`src/rtl/currctrl_pio_pkg.sv`:
```
`default_nettype none
// ============================================================================
//  Module      : currctrl_pio_pkg
//  Description : Shared register map and width limits for the current-control
//                reset/enable PIO and its pulse channels.
//  Revision    : 1.0 - initial multi-channel pulse PIO
// ============================================================================
package currctrl_pio_pkg;

    // Avalon-MM bus geometry
    localparam int c_BUS_W  = 32;
    localparam int c_ADDR_W = 3;

    // Upper bounds for the WIDTH and CNT_W parameters
    localparam int c_MAX_WIDTH = 32;
    localparam int c_MAX_CNT_W = 32;

    // Register word addresses
    localparam logic [c_ADDR_W-1:0] c_ADDR_DATA      = 3'd0;
    localparam logic [c_ADDR_W-1:0] c_ADDR_PULSE_LEN = 3'd1;
    localparam logic [c_ADDR_W-1:0] c_ADDR_BUSY      = 3'd2;
    localparam logic [c_ADDR_W-1:0] c_ADDR_DONE      = 3'd3;
    localparam logic [c_ADDR_W-1:0] c_ADDR_OUTSET    = 3'd4;
    localparam logic [c_ADDR_W-1:0] c_ADDR_OUTCLR    = 3'd5;
    localparam logic [c_ADDR_W-1:0] c_ADDR_PULSE     = 3'd6;
    localparam logic [c_ADDR_W-1:0] c_ADDR_IRQEN     = 3'd7;

endpackage
`default_nettype wire

```
`src/rtl/currctrl_pulse_chan.sv`:
```
`default_nettype none
// ============================================================================
//  Module      : currctrl_pulse_chan
//  Description : One output channel: direct-write output bit plus a timed
//                self-clearing pulse with retrigger and cancel.
//  Revision    : 1.0 - initial multi-channel pulse PIO
// ============================================================================
module currctrl_pulse_chan
    import currctrl_pio_pkg::*;
#(
    parameter int   CNT_W     = 16,
    parameter logic RESET_BIT = 1'b0
) (
    input  logic             clk,
    input  logic             reset_n,
    input  logic             i_trig,     // start / reload a pulse
    input  logic             i_cancel,   // abort an active pulse without DONE
    input  logic [CNT_W-1:0] i_load,     // pulse length, already forced >= 1
    input  logic             i_wr_en,    // direct write of the output bit
    input  logic             i_wr_val,
    output logic             o_out,
    output logic             o_busy,
    output logic             o_expire    // one-cycle, coincident with final high cycle
);

    logic [CNT_W-1:0] r_cnt;
    logic             r_out;
    logic             r_busy;
    logic             w_expire;

    // Expiry only when the last count is reached and no bus action overrides it
    always_comb begin
        w_expire = r_busy && (r_cnt == CNT_W'(1)) && !i_trig && !i_cancel && !i_wr_en;
    end

    // Channel state: trigger beats direct write, which beats the countdown
    always_ff @(posedge clk or negedge reset_n) begin
        if (!reset_n) begin
            r_cnt  <= '0;
            r_out  <= RESET_BIT;
            r_busy <= 1'b0;
        end else if (i_trig) begin
            r_cnt  <= i_load;
            r_out  <= 1'b1;
            r_busy <= 1'b1;
        end else if (i_wr_en || i_cancel) begin
            if (i_wr_en) begin
                r_out <= i_wr_val;
            end
            if (i_cancel) begin
                r_cnt  <= '0;
                r_busy <= 1'b0;
            end
        end else if (r_busy) begin
            if (r_cnt == CNT_W'(1)) begin
                r_cnt  <= '0;
                r_out  <= 1'b0;
                r_busy <= 1'b0;
            end else begin
                r_cnt <= r_cnt - CNT_W'(1);
            end
        end
    end

    assign o_out    = r_out;
    assign o_busy   = r_busy;
    assign o_expire = w_expire;

endmodule
`default_nettype wire

```
`src/rtl/currctrl_reset_pulse_pio.sv`:
```
`default_nettype none
// ============================================================================
//  Module      : currctrl_reset_pulse_pio
//  Description : Avalon-MM multi-channel output port with set/clear access,
//                timed self-clearing pulses, busy/done status and done irq.
//  Revision    : 1.0 - initial multi-channel pulse PIO
// ============================================================================
module currctrl_reset_pulse_pio
    import currctrl_pio_pkg::*;
#(
    parameter int               WIDTH         = 4,    // 1..c_MAX_WIDTH
    parameter int               CNT_W         = 16,   // 1..c_MAX_CNT_W
    parameter logic [WIDTH-1:0] RESET_VALUE   = '0,
    parameter int               DEFAULT_PULSE = 16
) (
    input  logic                clk,
    input  logic                reset_n,
    input  logic [c_ADDR_W-1:0] address,
    input  logic                chipselect,
    input  logic                write_n,
    input  logic [c_BUS_W-1:0]  writedata,
    output logic [c_BUS_W-1:0]  readdata,
    output logic [WIDTH-1:0]    out_port,
    output logic                irq
);

    logic             w_wr;
    logic [WIDTH-1:0] w_wd;
    logic [WIDTH-1:0] w_trig;
    logic [WIDTH-1:0] w_dw_en;
    logic [WIDTH-1:0] w_dw_val;
    logic [WIDTH-1:0] w_out;
    logic [WIDTH-1:0] w_busy;
    logic [WIDTH-1:0] w_expire;
    logic [CNT_W-1:0] w_load;
    logic             w_unused;

    logic [CNT_W-1:0] r_pulse_len;
    logic [WIDTH-1:0] r_done;
    logic [WIDTH-1:0] r_irq_en;
    logic             r_irq;

    assign w_wr     = chipselect & ~write_n;
    assign w_wd     = writedata[WIDTH-1:0];
    assign w_unused = ^writedata;

    // A programmed length of zero still yields a single-cycle pulse
    always_comb begin
        w_load = (r_pulse_len == '0) ? CNT_W'(1) : r_pulse_len;
    end

    // Per-channel trigger and direct-write decode; any direct write cancels
    always_comb begin
        w_trig   = '0;
        w_dw_en  = '0;
        w_dw_val = '0;
        if (w_wr) begin
            case (address)
                c_ADDR_DATA: begin
                    w_dw_en  = '1;
                    w_dw_val = w_wd;
                end
                c_ADDR_OUTSET: begin
                    w_dw_en  = w_wd;
                    w_dw_val = '1;
                end
                c_ADDR_OUTCLR: begin
                    w_dw_en  = w_wd;
                    w_dw_val = '0;
                end
                c_ADDR_PULSE: begin
                    w_trig = w_wd;
                end
                default: begin
                    w_trig = '0;
                end
            endcase
        end
    end

    generate
        for (genvar gi = 0; gi < WIDTH; gi++) begin : g_chan
            currctrl_pulse_chan #(
                .CNT_W     (CNT_W),
                .RESET_BIT (RESET_VALUE[gi])
            ) u_chan (
                .clk      (clk),
                .reset_n  (reset_n),
                .i_trig   (w_trig[gi]),
                .i_cancel (w_dw_en[gi]),
                .i_load   (w_load),
                .i_wr_en  (w_dw_en[gi]),
                .i_wr_val (w_dw_val[gi]),
                .o_out    (w_out[gi]),
                .o_busy   (w_busy[gi]),
                .o_expire (w_expire[gi])
            );
        end
    endgenerate

    // Control registers; a new expiry wins over a same-cycle W1C of DONE
    always_ff @(posedge clk or negedge reset_n) begin
        if (!reset_n) begin
            r_pulse_len <= CNT_W'(DEFAULT_PULSE);
            r_done      <= '0;
            r_irq_en    <= '0;
        end else begin
            if (w_wr && address == c_ADDR_PULSE_LEN) begin
                r_pulse_len <= writedata[CNT_W-1:0];
            end
            if (w_wr && address == c_ADDR_IRQEN) begin
                r_irq_en <= w_wd;
            end
            if (w_wr && address == c_ADDR_DONE) begin
                r_done <= (r_done & ~w_wd) | w_expire;
            end else begin
                r_done <= r_done | w_expire;
            end
        end
    end

    // Interrupt is registered, so it trails DONE by one cycle
    always_ff @(posedge clk or negedge reset_n) begin
        if (!reset_n) begin
            r_irq <= 1'b0;
        end else begin
            r_irq <= |(r_done & r_irq_en);
        end
    end

    // Zero-wait-state read mux, zero-extended; write-only words read 0
    always_comb begin
        readdata = '0;
        case (address)
            c_ADDR_DATA:      readdata[WIDTH-1:0] = w_out;
            c_ADDR_PULSE_LEN: readdata[CNT_W-1:0] = r_pulse_len;
            c_ADDR_BUSY:      readdata[WIDTH-1:0] = w_busy;
            c_ADDR_DONE:      readdata[WIDTH-1:0] = r_done;
            c_ADDR_IRQEN:     readdata[WIDTH-1:0] = r_irq_en;
            default:          readdata = '0;
        endcase
    end

    assign out_port = w_out;
    assign irq      = r_irq;

endmodule
`default_nettype wire

```
`config.mk`:
```
export PLATFORM = sky130hd
export DESIGN_NAME = currctrl_reset_pulse_pio
export DESIGN_NICKNAME = d
export VERILOG_FILES = /design/src/rtl/currctrl_pio_pkg.sv /design/src/rtl/currctrl_pulse_chan.sv /design/src/rtl/currctrl_reset_pulse_pio.sv
export SDC_FILE = /design/constraint.sdc
export NUM_CORES = 1
export LEC_CHECK = 0
export ABC_AREA = 1
export CORE_MARGIN = 1.5
export CORE_UTILIZATION = 53
export CTS_BUF_LIST = sky130_fd_sc_hd__clkbuf_8
export CTS_CLUSTER_DIAMETER = 50
export DETAILED_ROUTE_END_ITERATION = 10
export PLACE_DENSITY = 0.76
export SLEW_MARGIN = 20
export SYNTH_ARGS = -nofsm -noshare
export SYNTH_HDL_FRONTEND = slang
export SYNTH_SLANG_ARGS = --single-unit
export TNS_END_PERCENT = 50
```
`constraint.sdc`:
```
create_clock -name clk -period 2.6 [get_ports clk]
set_input_delay 0.39 -clock clk [delete_from_list [all_inputs] [get_ports clk]]
set_output_delay 0.39 -clock clk [all_outputs]
set_load 0.05 [all_outputs]
```
==> impl_metrics.py, run 1 <==
metrics = {
    "outcome": {
        "status": "complete, no violations",
    },
    "synthesis": {
        "syn_area_per_cell_um2": 6.55,
        "synth_flop_cell": "dfrtp_1",
        "synth-edff-count": 0,
        "yosys_register_bits": 97,
        "syn_inst": 1070,
        "yosysUniqueCellTypes": 35,
        "ys_async_sr_fraction": 1.00,
        "ys_warn_count": 0,
        "yosysSeqAreaShare": 0.346,
        "netlist_area_um2": 7010,
    },
    "clock_tree": {
        "cts_root_buf": "clkbuf_8",
        "cts_buffer_depth": 2,
        "clkSinkCount": 97,
        "clkTransAtPathRegs_ns": 0.10,
        "cts_tree": "done",
        "clock_latency_ns": 0.39,
        "h-tree-depth": 3,
        "cts_setup_buffers": 0,
        "cts_buffers": 9,
    },
    "global_routing": {
        "grt_pass1_vias": 5942,
        "grt_max_degree": 58,
        "antenna_found_initial": 0,
        "overflow": 0,
        "grtUsageTotal": 0.263,
        "grt_first_pass_wirelength_um": 29400,
    },
    "final_layout": {
        "final_common_cell": "nand2_1",
        "drive_gt1_frac": 0.107,
        "syn_to_final_growth_pct": 13.2,
        "antennaDiodeCount": 0,
        "final_cell_area_um2": 7930,
        "final_cell_mix": "286 x nand2_1, 210 x nor2_1, 141 x inv_1",
        "finalNetCount": 1161,
    },
    "timing": {
        "finalSetupTns_ns": 0,
        "rsz0062_at_grt": "false",
        "hold-worst-slack_ns": 0.512,
        "setup_violations": 0,
        "drv_slew": 0,
        "finClkSkew_ns": 0.0125,
        "finalHoldViolCount": 0,
        "fin_crit_ns": 2.40,
        "fmax_ghz": 0.416,
        "relSlewSlack": 0.617,
        "tightest_slew_ns": 0.574,
        "post-route-period-util": 0.925,
    },
    "drt": {
        "via_count": 6663,
        "ant_nets": 0,
        "drtPass1Iterations": 5,
        "first_iter_violations": 458,
        "via_per_inst": 5.16,
        "drc_errors": 0,
        "routed_wl_um": 17500,
        "routedWlPerCell_um": 13.6,
    },
    "setup_path": {
        "start_kind": "input port",
        "endpoint_kind": "output pin",
        "crit_fanout": 11,
        "cp.arrival_ns": 2.01,
        "reg2reg_slack_ns": 0.77,
        "cp.required_ns": 2.21,
        "path_class": "input port to output pin",
    },
    "power": {
        "vdd_drop_max_mv": 0.394,
        "internal_power_uw": 3650,
        "leakagePower_uw": 0.00418,
        "p_sw_frac": 0.455,
        "switchingPower_uw": 3050,
        "pwr-share-comb": 0.438,
        "pwr_density_cell_nw_per_um2": 845,
        "pwr-share-seq": 0.408,
        "clock_power_share": 0.154,
    },
    "hold_path": {
        "worstHoldPathType": "flop to flop",
    },
    "floorplan": {
        "die_y_um": 118,
        "die_x_um": 118,
        "rows": 41,
        "dieArea_um2": 13900,
        "start_util": 0.549,
        "boundaryPins": 76,
        "coreArea_um2": 12800,
    },
    "placed_design": {
        "gp_congestion": 0.927,
        "place_area_um2": 7720,
        "numPortBuffers": 43,
        "post-dp-hpwl_um": 12700,
    },
    "flow_run": {
        "maxCapViolCount": 0,
    },
}
-- synthesized netlist by cell type (all sizes together) (2+ instances only) --
| master | count | area [um2] |
|---|---|---|
| nand2 | 305 | 1200 |
| nand3 | 87 | 538 |
| nor2 | 215 | 840 |
| dfrtp | 96 | 2400 |
| a21oi | 60 | 372 |
| xor2 | 15 | 131 |
| o31ai | 2 | 15.0 |
| inv | 144 | 541 |
| nand3b | 4 | 30.0 |
| nor3 | 9 | 45.0 |
| o21ai | 57 | 285 |
| o2111ai | 7 | 61.3 |
| buf | 41 | 315 |
| clkbuf | 5 | 18.8 |
| nand4 | 9 | 56.3 |
| ha | 8 | 100 |
-- sequential cells by signal, summed over array words and instances, names as in the netlist --
register	cells
r_irq_en	4
r_done	4
irq	1
r_pulse_len	16
g_chan.u_chan.o_busy	4
g_chan.u_chan.o_out	4
g_chan.u_chan.r_cnt	64
-- what timing repair did --
action	4_1_cts	5_1_grt
setup endpoints to repair	0	1
hold endpoints to repair	9	0
gates resized for setup	0	1
hold buffers	1	0
-- metal layers --
layer,global-route usage,part of all wire
met5,0,0
met4,0.0899,0.016
met3,0.0431,0.061
met2,0.403,0.44
met1,0.378,0.48
-- critical path, cell delays in order --
cell,delay [ns]
clkdlybuf4s50_1,0.54
nor2_2,0.22
nand2_1,0.24
buf_4,0.26
nor2_1,0.19
buf_12,0.17
-- logic make-up (layout without fill, tap and decap cells) --
kind of cell / count (synthesis) / in the layout / share of synthesized area
AND/OR/NAND/NOR: 631 / 631 / 0.389
buffers and inverters: 190 / 224 / 0.125
AO/OA/AOI/OAI: 127 / 127 / 0.105
flip-flops: 97 / 97 / 0.346
XOR/XNOR: 16 / 16 / 0.0200
adder cells (fa/ha/maj): 8 / 8 / 0.0143
other: 1 / 16 / 0.000535
-- metrics by stage --
step	cells	util	worst slack, ns	total power [uW]
after floorplan	1085	-	0.617	4920
after global placement	1274	0.605	0.169	5580
after detailed placement	1274	0.605	0.150	5670
after CTS	1291	0.621	0.133	6710
after global routing	1291	0.621	0.0988	7280
final	1291	0.621	0.196	6700
-- cell type report --
class / instances / area, um2
fillers: 1182 / 4840
flip-flops and latches: 97 / 2430
multi-input cells: 798 / 3760
repair buffers: 64 / 788
clock inverters: 6 / 58.8
well taps: 172 / 215
inverters: 144 / 541
clock buffers: 10 / 138
-- path summary, 6_finish.rpt --
check / from / to / cells after the start
hold / removal: r_pulse_len[2] / r_pulse_len[2] / 2
hold reg to reg: r_pulse_len[2] / r_pulse_len[2] / 2
setup reg to reg: g_chan[1].u_chan.r_cnt[7] / g_chan[1].u_chan.r_cnt[7] / 11
setup / recovery: address[1] / readdata[6] / 6
max in group asynchronous: reset_n / g_chan[2].u_chan.r_cnt[14] / 3
min in group asynchronous: reset_n / g_chan[1].u_chan.r_cnt[5] / 2
-- power by group through the flow --
stage          Sequential, uW  Combinational (uW)  Clock (uW)
2_1_floorplan            2570                2350           0
4_1_cts                  2720                2940        1050
5_1_grt                  2830                3340        1110
6_report                 2740                2940        1030
3_5_place_dp             2750                2930           0
3_3_place_gp             2740                2840           0
Note: power is estimated with default switching activity, not from simulation.
==> run 2, diff against run 1 <==
CORE_UTILIZATION = 55   (was 53)
PLACE_DENSITY = 0.78   (was 0.76)
clock period = 2.9 ns   (was 2.6 ns; I/O delays follow)
==> run 2 against run 1 <==
Combinational power is 12% lower. Clock power barely moved. First-iteration DRC count increased by 40%. Clock-buffer cell count fell by 1. Core utilization grew 0.76 points. Clock skew up 0.0019 ns. Sequential share of layout area up 0.25 points. Critical path type unchanged.
==> impl_metrics.py, run 2 (synthesized netlist as in run 1, its figures left out) <==
metrics = {
    "outcome": {
        "status": "complete, no violations",
    },
    "clock_tree": {
        "cts_root_buf": "clkbuf_8",
        "clock_latency_ns": 0.40,
        "clkTransAtPathRegs_ns": 0.11,
        "cts.repair.resized": 0,
        "h-tree-depth": 3,
        "clkSinkCount": 97,
        "cts_tree": "done",
        "cts_buffer_depth": 2,
        "cts_buffers": 9,
        "cts_hold_buf": 0,
        "cts_setup_buffers": 0,
    },
    "timing": {
        "finClkSkew_ns": 0.0144,
        "fin_crit_ns": 2.66,
        "rsz0062_at_grt": "false",
        "drv_slew": 0,
        "finalHoldViolCount": 0,
        "fin_ws_ns": 0.240,
        "fmax_ghz": 0.376,
        "tightest_slew_ns": 0.636,
        "post-route-period-util": 0.917,
        "finalSetupTns_ns": 0,
        "setup_violations": 0,
        "relSlewSlack": 0.573,
    },
    "setup_path": {
        "crit_start": "address[1]",
        "cp.arrival_ns": 2.23,
        "path_class": "input port to output pin",
        "cp.required_ns": 2.47,
        "start_kind": "input port",
        "crit_fanout": 9,
        "r2r_start": "g_chan[0].u_chan.r_cnt[0]",
        "endpoint_kind": "output pin",
        "ff2ff_path_depth": 9,
    },
    "global_routing": {
        "use_met3": 0.0486,
        "grt_first_pass_wirelength_um": 29100,
        "grtUsageTotal": 0.278,
        "grt_pass1_vias": 5980,
        "grtUsageMet2": 0.435,
        "grt.met1_usage": 0.390,
        "grt_max_degree": 56,
        "overflow": 0,
        "busiest_layer": "met2",
        "antenna_found_initial": 0,
    },
    "power": {
        "clock_power_share": 0.169,
        "switchingPower_uw": 2770,
        "internal_power_uw": 3330,
        "vdd_drop_max_mv": 0.447,
        "pwr-share-comb": 0.427,
        "leakagePower_uw": 0.00412,
        "pwr_density_cell_nw_per_um2": 775,
        "pwr-share-seq": 0.403,
        "p_sw_frac": 0.454,
    },
    "final_layout": {
        "drive_gt1_frac": 0.101,
        "largest_reg_flops": 64,
        "finalNetCount": 1151,
        "final_cell_mix": "286 x nand2_1, 210 x nor2_1, 140 x inv_1",
        "regArea_um2": 2430,
        "syn_to_final_growth_pct": 12.2,
        "nFillCells": 1203,
        "antennaDiodeCount": 0,
        "final_common_cell": "nand2_1",
        "multi_input_area_um2": 3760,
        "reg_top3": "g_chan.u_chan.r_cnt x64, r_pulse_len x16",
        "regMostFlops": "g_chan.u_chan.r_cnt",
    },
    "drt": {
        "via_per_inst": 5.22,
        "routed_wl_um": 17700,
        "ant_nets": 0,
        "drc_errors": 0,
        "first_iter_violations": 639,
        "routedWlPerCell_um": 13.8,
        "drtPass1Iterations": 5,
        "via_count": 6683,
    },
    "floorplan": {
        "die_x_um": 116,
        "start_util": 0.560,
        "rows": 41,
        "die_y_um": 116,
        "dieArea_um2": 13400,
        "coreArea_um2": 12500,
        "boundaryPins": 76,
    },
    "hold_path": {
        "worstHoldPathType": "input port to async pin",
    },
    "placed_design": {
        "gp_congestion": 0.923,
        "dp_worst_setup_slack_ns": 0.289,
        "post-dp-hpwl_um": 12700,
        "numPortBuffers": 43,
    },
    "flow_run": {
        "maxCapViolCount": 0,
    },
}
run 2: layout make-up:
class,instances,share of cell area
Inverter,144,0.0687
Tap cell,172,0.0273
Clock inverter,7,0.0129
Timing Repair Buffer,54,0.0884
Clock buffer,9,0.0157
Sequential cell,97,0.309
Multi-Input combinational cell,798,0.478
run 2: metal layers:
metal  vias up  share of wire  wire length [um]
li1       3367              -                 -
met1      3099           0.46              8180
met5         -              0                 0
met4         0          0.023               402
met2       190           0.45              7920
met3        27          0.066              1160
run 2: worst paths after layout:
check	end	slack [ns]
worst max register to register	g_chan[0].u_chan.r_cnt[10]	1.11
worst min register to register	irq	0.51
min in group clk	irq	0.51
worst max-delay path	readdata[3]	0.24
worst min-delay path	g_chan[2].u_chan.o_out	0.05
max in group asynchronous	r_pulse_len[4]	2.09
run 2: power groups by stage:
| stage | Clock, uW | Combinational [uW] | Sequential, uW |
|---|---|---|---|
| after global routing | 1110 | 2950 | 2540 |
| after detailed placement | 0 | 2600 | 2470 |
| after CTS | 1050 | 2610 | 2450 |
| after global placement | 0 | 2520 | 2450 |
| after floorplan | 0 | 2110 | 2300 |
| final | 1030 | 2600 | 2460 |
run 2: worst max-delay path, stage by stage:
cell             delay, ns
clkdlybuf4s50_1       0.62
inv_2                 0.15
nor3_1                0.52
a21oi_1               0.14
o2111ai_1             0.18
buf_12                0.18
run 2: metrics by stage:
stage | cells | util | power [uW] | hold slack (ns) | area (um2)
floorplan | 1085 | - | 4410 | 0.139 | 7070
global placement | 1265 | 0.611 | 4980 | 0.469 | 7640
detailed placement | 1265 | 0.611 | 5070 | 0.485 | 7640
CTS | 1281 | 0.629 | 6100 | 0.0554 | 7870
global route | 1281 | 0.629 | 6600 | 0.0880 | 7870
finish | 1281 | 0.629 | 6100 | 0.0452 | 7870
